===== src/rtl/sample_frame_reader.sv =====
// Snapshots the 16-tap microphone window every HOP sampling strobes and streams it
// oldest-first over a valid/ready handshake, entirely in the clk_25 domain.
module sample_frame_reader #(
   parameter int WIDTH = 18,
   parameter int HOP = 16
) (
   input  logic             clk_25,
   input  logic             reset,
   input  logic             clk_sampling,
   input  logic [WIDTH-1:0] s0,
   input  logic [WIDTH-1:0] s1,
   input  logic [WIDTH-1:0] s2,
   input  logic [WIDTH-1:0] s3,
   input  logic [WIDTH-1:0] s4,
   input  logic [WIDTH-1:0] s5,
   input  logic [WIDTH-1:0] s6,
   input  logic [WIDTH-1:0] s7,
   input  logic [WIDTH-1:0] s8,
   input  logic [WIDTH-1:0] s9,
   input  logic [WIDTH-1:0] s10,
   input  logic [WIDTH-1:0] s11,
   input  logic [WIDTH-1:0] s12,
   input  logic [WIDTH-1:0] s13,
   input  logic [WIDTH-1:0] s14,
   input  logic [WIDTH-1:0] s15,
   output logic [WIDTH-1:0] out_data,
   output logic             out_valid,
   input  logic             out_ready,
   output logic [3:0]       out_index,
   output logic             out_last,
   output logic             busy,
   output logic             overrun,
   input  logic             overrun_clr,
   output logic [7:0]       frame_count
);

   typedef enum logic [1:0] {
      IDLE,
      CAPTURE,
      STREAM
   } state_t;

   localparam logic [4:0] HOP_LAST = 5'(HOP - 1);

   state_t state;
   state_t next_state;

   logic             sync1;
   logic             sync2;
   logic             sync3;
   logic             tick;
   logic [4:0]       hop_count;
   logic             frame_due;
   logic             capture_frame;
   logic             beat_xfer;
   logic [3:0]       next_index;
   logic [WIDTH-1:0] taps [16];
   logic [WIDTH-1:0] buffer [16];

   // taps/buffer are ordered by stream position: entry 0 is the oldest sample
   assign taps[0]  = s15;
   assign taps[1]  = s14;
   assign taps[2]  = s13;
   assign taps[3]  = s12;
   assign taps[4]  = s11;
   assign taps[5]  = s10;
   assign taps[6]  = s9;
   assign taps[7]  = s8;
   assign taps[8]  = s7;
   assign taps[9]  = s6;
   assign taps[10] = s5;
   assign taps[11] = s4;
   assign taps[12] = s3;
   assign taps[13] = s2;
   assign taps[14] = s1;
   assign taps[15] = s0;

   always_ff @(posedge clk_25 or posedge reset) begin
      if (reset) begin
         sync1 <= 1'b0;
         sync2 <= 1'b0;
         sync3 <= 1'b0;
      end else begin
         sync1 <= clk_sampling;
         sync2 <= sync1;
         sync3 <= sync2;
      end
   end

   assign tick = sync2 && !sync3;
   assign frame_due = tick && (hop_count == HOP_LAST);

   // The hop counter free-runs on ticks so frame spacing is independent of drops
   always_ff @(posedge clk_25 or posedge reset) begin
      if (reset) begin
         hop_count <= '0;
      end else if (tick) begin
         if (hop_count == HOP_LAST) begin
            hop_count <= '0;
         end else begin
            hop_count <= hop_count + 5'd1;
         end
      end
   end

   assign out_valid  = (state == STREAM);
   assign busy       = (state != IDLE);
   assign out_last   = out_valid && (out_index == 4'd15);
   assign beat_xfer  = out_valid && out_ready;
   assign next_index = out_index + 4'd1;

   always_ff @(posedge clk_25 or posedge reset) begin
      if (reset) begin
         state <= IDLE;
      end else begin
         state <= next_state;
      end
   end

   always_comb begin
      next_state = state;
      capture_frame = 1'b0;
      case (state)
         IDLE: begin
            if (frame_due) begin
               next_state = CAPTURE;
               capture_frame = 1'b1;
            end
         end
         CAPTURE: begin
            next_state = STREAM;
         end
         STREAM: begin
            if (beat_xfer && (out_index == 4'd15)) begin
               next_state = IDLE;
            end
         end
         default: begin
            next_state = IDLE;
         end
      endcase
   end

   // The window is copied on the frame_due cycle itself, while s0..s15 are known settled
   always_ff @(posedge clk_25 or posedge reset) begin
      if (reset) begin
         for (int i = 0; i < 16; i++) begin
            buffer[i] <= '0;
         end
      end else if (capture_frame) begin
         for (int i = 0; i < 16; i++) begin
            buffer[i] <= taps[i];
         end
      end
   end

   always_ff @(posedge clk_25 or posedge reset) begin
      if (reset) begin
         out_data  <= '0;
         out_index <= '0;
      end else if (state == CAPTURE) begin
         out_data  <= buffer[0];
         out_index <= 4'd0;
      end else if (beat_xfer && (out_index != 4'd15)) begin
         out_data  <= buffer[next_index];
         out_index <= next_index;
      end
   end

   always_ff @(posedge clk_25 or posedge reset) begin
      if (reset) begin
         frame_count <= '0;
      end else if (beat_xfer && (out_index == 4'd15)) begin
         frame_count <= frame_count + 8'd1;
      end
   end

   // A dropped frame outranks a simultaneous clear so no drop goes unreported
   always_ff @(posedge clk_25 or posedge reset) begin
      if (reset) begin
         overrun <= 1'b0;
      end else if (frame_due && busy) begin
         overrun <= 1'b1;
      end else if (overrun_clr) begin
         overrun <= 1'b0;
      end
   end

endmodule


===== config.mk =====
export PLATFORM = sky130hd
export DESIGN_NAME = sample_frame_reader
export DESIGN_NICKNAME = d
export VERILOG_FILES = /design/src/rtl/sample_frame_reader.sv
export SDC_FILE = /design/constraint.sdc
export NUM_CORES = 1
export LEC_CHECK = 0
export CAP_MARGIN = 40
export CORE_UTILIZATION = 50
export DETAILED_ROUTE_END_ITERATION = 10
export GPL_ROUTABILITY_DRIVEN = 0
export PLACE_DENSITY_LB_ADDON = 0.05
export SLEW_MARGIN = 25
export SYNTH_ARGS = -nofsm -noshare
export SYNTH_HDL_FRONTEND = slang
export SYNTH_SLANG_ARGS = --single-unit

===== constraint.sdc =====
create_clock -name clk_25 -period 15.6 [get_ports clk_25]
set_input_delay 3.12 -clock clk_25 [delete_from_list [all_inputs] [get_ports clk_25]]
set_output_delay 3.12 -clock clk_25 [all_outputs]
set_load 0.1 [all_outputs]

# Yosys cells after proc, flatten, opt, wreduce, memory -nomap -nowiden

Cells that the tools add are included.

Register bits: 329
Output and inout bits: 34
Word-level logic and storage cells: 65

$lt $le $gt $ge: 1
Mux-type cells: 15
Reductions and logical operators: 13
Equal/unequal tests: 7
Bitwise operators: 1
Add/subtract/negate cells: 3

Operator list:

| kind                                                      | number |
|---|---|
| binary-select mux 18 bit (select 4 bit)                   | 1 |
| 2-to-1 mux 18 bit                                         | 4 |
| adder 8 x 1 -> 8 bit (second input constant)              | 1 |
| 2-to-1 mux 4 bit                                          | 2 |
| logical AND 1 bit                                         | 7 |
| one-hot mux 2 bit (3 select lines)                        | 1 |
| nonzero test 2 bit                                        | 3 |
| adder 5 x 1 -> 5 bit (second input constant)              | 1 |
| == test 5 x 4 -> 1 bit (second input constant)            | 1 |
| greater-or-equal comparator 5 bit (second input constant) | 1 |
| 2-to-1 mux 5 bit                                          | 1 |
| inverter 4 -> 5 bit                                       | 1 |
| adder 4 x 1 -> 4 bit (second input constant)              | 1 |
| == test 4 bit (second input constant)                     | 1 |
| 2-to-1 mux 1 bit                                          | 4 |
| 2-to-1 mux 2 bit                                          | 2 |
| != test 4 bit (second input constant)                     | 1 |
| == test 2 x 1 -> 1 bit (second input constant)            | 1 |
| == test 2 bit (second input constant)                     | 1 |
| logical NOT 2 bit                                         | 1 |
| != test 2 x 1 -> 1 bit (second input constant)            | 1 |
| != test 2 bit (second input constant)                     | 1 |
| AND reduction 2 bit                                       | 1 |
| logical NOT 1 bit                                         | 1 |

# Depth between registers and ports, before layout

Depth in word-level cells: 7
Depth in mapped cells: 9

# Worst setup path before layout

OpenSTA, ideal clock, no wires.

Path kind: flip-flop to output port
Start: reg out_index[1]
End: out out_last
Setup slack: 9.667 ns
Data required time: 12.480 ns
Cell stages (with the launch flop): 4
Arrival: 2.813 ns
Path buffers: 0
Cells stage by stage: dfrtp_1 > ha_1 > nand3_1 > nor2_1

Word-level cells in the longest chain between the ends: 2

Ends and longest elaborated chain:

| element                | line | RTL |
|---|---|---|
| from (decl)            | 29   | `output logic [3:0] out_index,` |
| from (signal assigned) | 166  | `out_index <= next_index;` |
| == test 4 bit          | 108  | `assign out_last = out_valid && (out_index == 4'd15);` |
| logical AND 1 bit      | 108  |  |
| to (decl)              | 30   | `output logic out_last,` |

No other way between the ends.

# Worst setup path after layout

Start: reg out_index[0]
End: out out_last

The elaborated chain is that of the path after synthesis.

==> results.md <==
| Group | Quantity | Reported |
|:---|:---|:---|
| drt | Sum of met2 wire segment lengths after detailed routing | 18,800 um |
| cts | Sink count of the clock tree | 329 |
| logic synthesis | Top-area cell type share of the netlist area | 0.560 |
| cts | Cells resized by post-CTS repair | 0 |
| run status | Result of the run | finished, final reports clean |
| drt | Vias | 9,996 |
| pwr | Power consumption | 3110 uW |
| final layout | Most used cells in the layout excluding fill and tap cells | dfrtp_1, clkdlybuf4s50_1, mux2_1 |
| logic synthesis | Sequential-to-total area share from yosys stat | 0.560 |
| placed design | Port Buf Inserts | 326 |
| cts | Number of buffers on the longest clock path | 3 |
| setup path | Reg2reg setup slack | 11.67 ns |
| grt | Remaining global-route overflow | 0 |
| grt | Number of global-route vias before repair | 10,800 |
| timing | Final worst clock skew | 0.0107 ns |
| logic synthesis | Number of flip-flops and latches in the synthesized netlist | 329 |
| logic synthesis | Adder-cell share of the synthesized area | 0.00255 |
| cts | Setup repair bufs after CTS | 0 |
| final layout | Non-filler cells, final | 1,815 |
| drt | Count of nets left with antenna violations after detail routing | 0 |
| logic synthesis | Net count of the mapped netlist | 1,342 |
| placed design | Cell count after placement | 1,741 |
| floorplan | Die outline height | 173 um |
| drt | Highest routed metal layer | met5 |
| cts | TritonCTS clock tree | yes |
| cts | Clock H-tree levels | 2 |
| job | Max cap viols | 0 |
| timing | Final count of hold timing violations | 0 |
| timing | Period utilization | 0.404 |
| drt | Routed len/inst | 21.7 um |
| timing | Crit path time final | 6.30 ns |
| drt | Met1 Routed Length | 17,100 um |
| logic synthesis | Distinct cell type count after synthesis | 37 |
| timing | Total Neg Setup Slack | 0 ns |
| logic synthesis | Top area cells in the synthesized netlist | dfrtp_1, mux2_1, mux2_2 |
| cts | Inserted Clock Buffers | 37 |
| cts | Hold-fix buffers at CTS | 0 |
| cts | CTS root buf | clkbuf_16 |
| logic synthesis | Number of instances in the synthesized netlist | 1,046 |
| logic synthesis | Largest family of logic cells by synthesized area | multiplexers |
| pwr | Worst vdd ir | 0.000131 V |
| drt | Number of vias per cell after detailed routing | 5.51 |
| logic synthesis | Share of cell area taken by muxes after synthesis | 0.301 |
| logic synthesis | Cell accounting for the most synthesized area | dfrtp_1 |
| setup path | Top fanout value on the critical path | 27 |
| floorplan | Area of the die | 0.0301 mm^2 |
| logic synthesis | Post-Synth Simple-Gate Area | 0.0615 |
| final layout | # fillers | 2,033 |
| logic synthesis | Number of warnings issued by yosys | 0 |
| logic synthesis | Parity-gate share of the synthesized area counting xor and xnor cells | 0.00766 |
| cts | Clock transition at path regs | 0.06 ns |
| floorplan | Width of the die | 173 um |
| final layout | Area Growth Syn to Fin | 37.8% |
| floorplan | CORE AREA | 0.0288 mm^2 |
| final layout | Most frequent standard cell in the layout excluding fill and tap cells | dfrtp_1 |
| grt | Gr usage total | 0.269 |
| grt | Antenna violations before repair | 9 |
| final layout | Count of nets after finishing | 1,694 |
| drt | Drt initial violations | 550 |
| floorplan | Row cnt | 62 |
| floorplan | IO Pins | 327 |
| timing | Achievable clock frequency | 159 MHz |
| drt | Sum of routed wire length over all layers | 39,400 um |
| timing | Least-Margin Pin Slew | 1.09 ns |
| setup path | CP startpoint kind | flop |
| logic synthesis | Fraction of the mapped netlist area in compound gates | 0.0334 |
| hold path | Path category of the worst min-delay check | reg2reg |
| drt | Initial DRT Pass Iterations | 4 |
| setup path | Data required time at the worst endpoint | 12.48 ns |
| logic synthesis | Cell Area, Synth | 0.0147 mm^2 |
| cts | Source-to-sink clock delay at the later pin of the worst-skew pair | 0.52 ns |
| grt | Pin count of the biggest net entering global routing | 175 |
| pwr | Leakage power | 0.00947 uW |
| setup path | Worst setup path category | reg2out |
| setup path | Setup crit end kind | output port |
| pwr | Ratio of total power to cell area | 153 mW/mm^2 |
| drt | Met3 wire length | 2130 um |
| placed design | Detailed-placement wirelength estimate | 28,000 um |
| timing | Tightest slew margin relative to the limit | 0.274 |
| setup path | Critical path arrival | 3.18 ns |
| final layout | Layout cell share with drive strength beyond 1 | 0.163 |
| timing | Unrepaired setup endpoints after global routing | false |
| logic synthesis | Average instance area after synthesis | 14.1 um^2 |
| drt | Number of design rule violations left after detail routing | 0 |
| timing | Final Setup Violations | 0 |
| grt | Wire length of the first global-routing pass | 61,700 um |
| floorplan | Starting density of the core | 0.511 |
| timing | Number of pins with negative max-slew slack in the final report | 0 |
## critical path, cell delays in order, from the launching register on
cell and delay, ns:
dfrtp_2 0.87, ha_1 0.59, nand3_1 0.24, nor2_1 0.15, clkdlybuf4s50_1 0.58, buf_8 0.22
## metal layers
metal  vias up  GRT usage
li1       4533          -
met1      5077      0.373
met2       310      0.422
met3        74     0.0535
met4         2      0.101
met5         -          0
## synth_stat cells
master    instances
o211ai_1         18
xnor2_1           7
nor2_1            8
a32o_1            1
clkbuf_1         13
nand3b_1          1
mux2_2           80
and3_1            2
o21a_1            1
nor4_1            1
a21o_1            2
buf_4             5
buf_2            24
nand3_1          41
or2_1             1
nor3_1            3
mux2_1          209
a22oi_1          18
nor2b_1           3
and2_1            1
a31oi_1           1
ha_1              3
buf_1             3
nand4_1          22
nand2b_1          2
xnor2_2           1
mux4_2           36
a32oi_1          18
buf_6            23
mux2i_1          36
xor2_1            4
nand2_1         119
inv_2             1
o21ai_0           3
a21oi_1           2
inv_1             4
dfrtp_1         329
## final cells by class
class                   count  area, um^2  share of cell area
well taps                 384         480              0.0237
repair buffers            381        4290               0.212
diodes                      9        22.5             0.00111
multi-input cells         644        6020               0.297
inverters                   5        26.3             0.00130
clock buffers              58        1110              0.0546
clock inverters             5        78.8             0.00389
flip-flops and latches    329        8230               0.406
## logic make-up after synthesis
kind of cell	Yosys count
muxes	361
DFF	329
and+or+nand+nor	204
buffers and inverters	73
AOI/OAI and AO/OA	64
xor gates and xnor gates	12
adders and majority gates	3
## worst paths after layout
check | cells past startpoint | endpoint | from
setup reg to reg | 8 | out_data[5] | out_index[0]
hold / removal | 0 | sync2 | sync1
min in group asynchronous | 2 | buffer[80] | reset
hold reg to reg | 0 | sync2 | sync1
max in group asynchronous | 4 | frame_count[7] | reset
setup / recovery | 5 | out_last | out_index[0]
## flip-flops by register name, summed over array words and instances, names as in the netlist
| signal | flops |
|---|---|
| frame_count | 8 |
| sync1 | 1 |
| hop_count | 5 |
| out_data | 18 |
| buffer | 288 |
| sync3 | 1 |
| sync2 | 1 |
| overrun | 1 |
| out_index | 4 |
| state | 2 |
## power by group
| part | leakage (uW) | internal (uW) | switching [uW] |
|---|---|---|---|
| Combinational | 0.00434 | 496 | 746 |
| Clock | 0.000580 | 519 | 335 |
| Sequential | 0.00455 | 941 | 72.9 |
| Total | 0.00947 | 1960 | 1150 |
## stage by stage
step	area, um^2	hold WS (ns)	util	setup slack (ns)
5_1_grt	20300	0.359	0.704	9.17
6_report	20300	0.356	0.704	9.30
2_1_floorplan	14700	0.331	-	3.37
3_5_place_dp	19000	0.337	0.661	9.91
3_3_place_gp	18100	0.357	0.630	9.57
4_1_cts	20200	0.359	0.702	9.29
No activity file was read; power rests on OpenSTA's default activity.
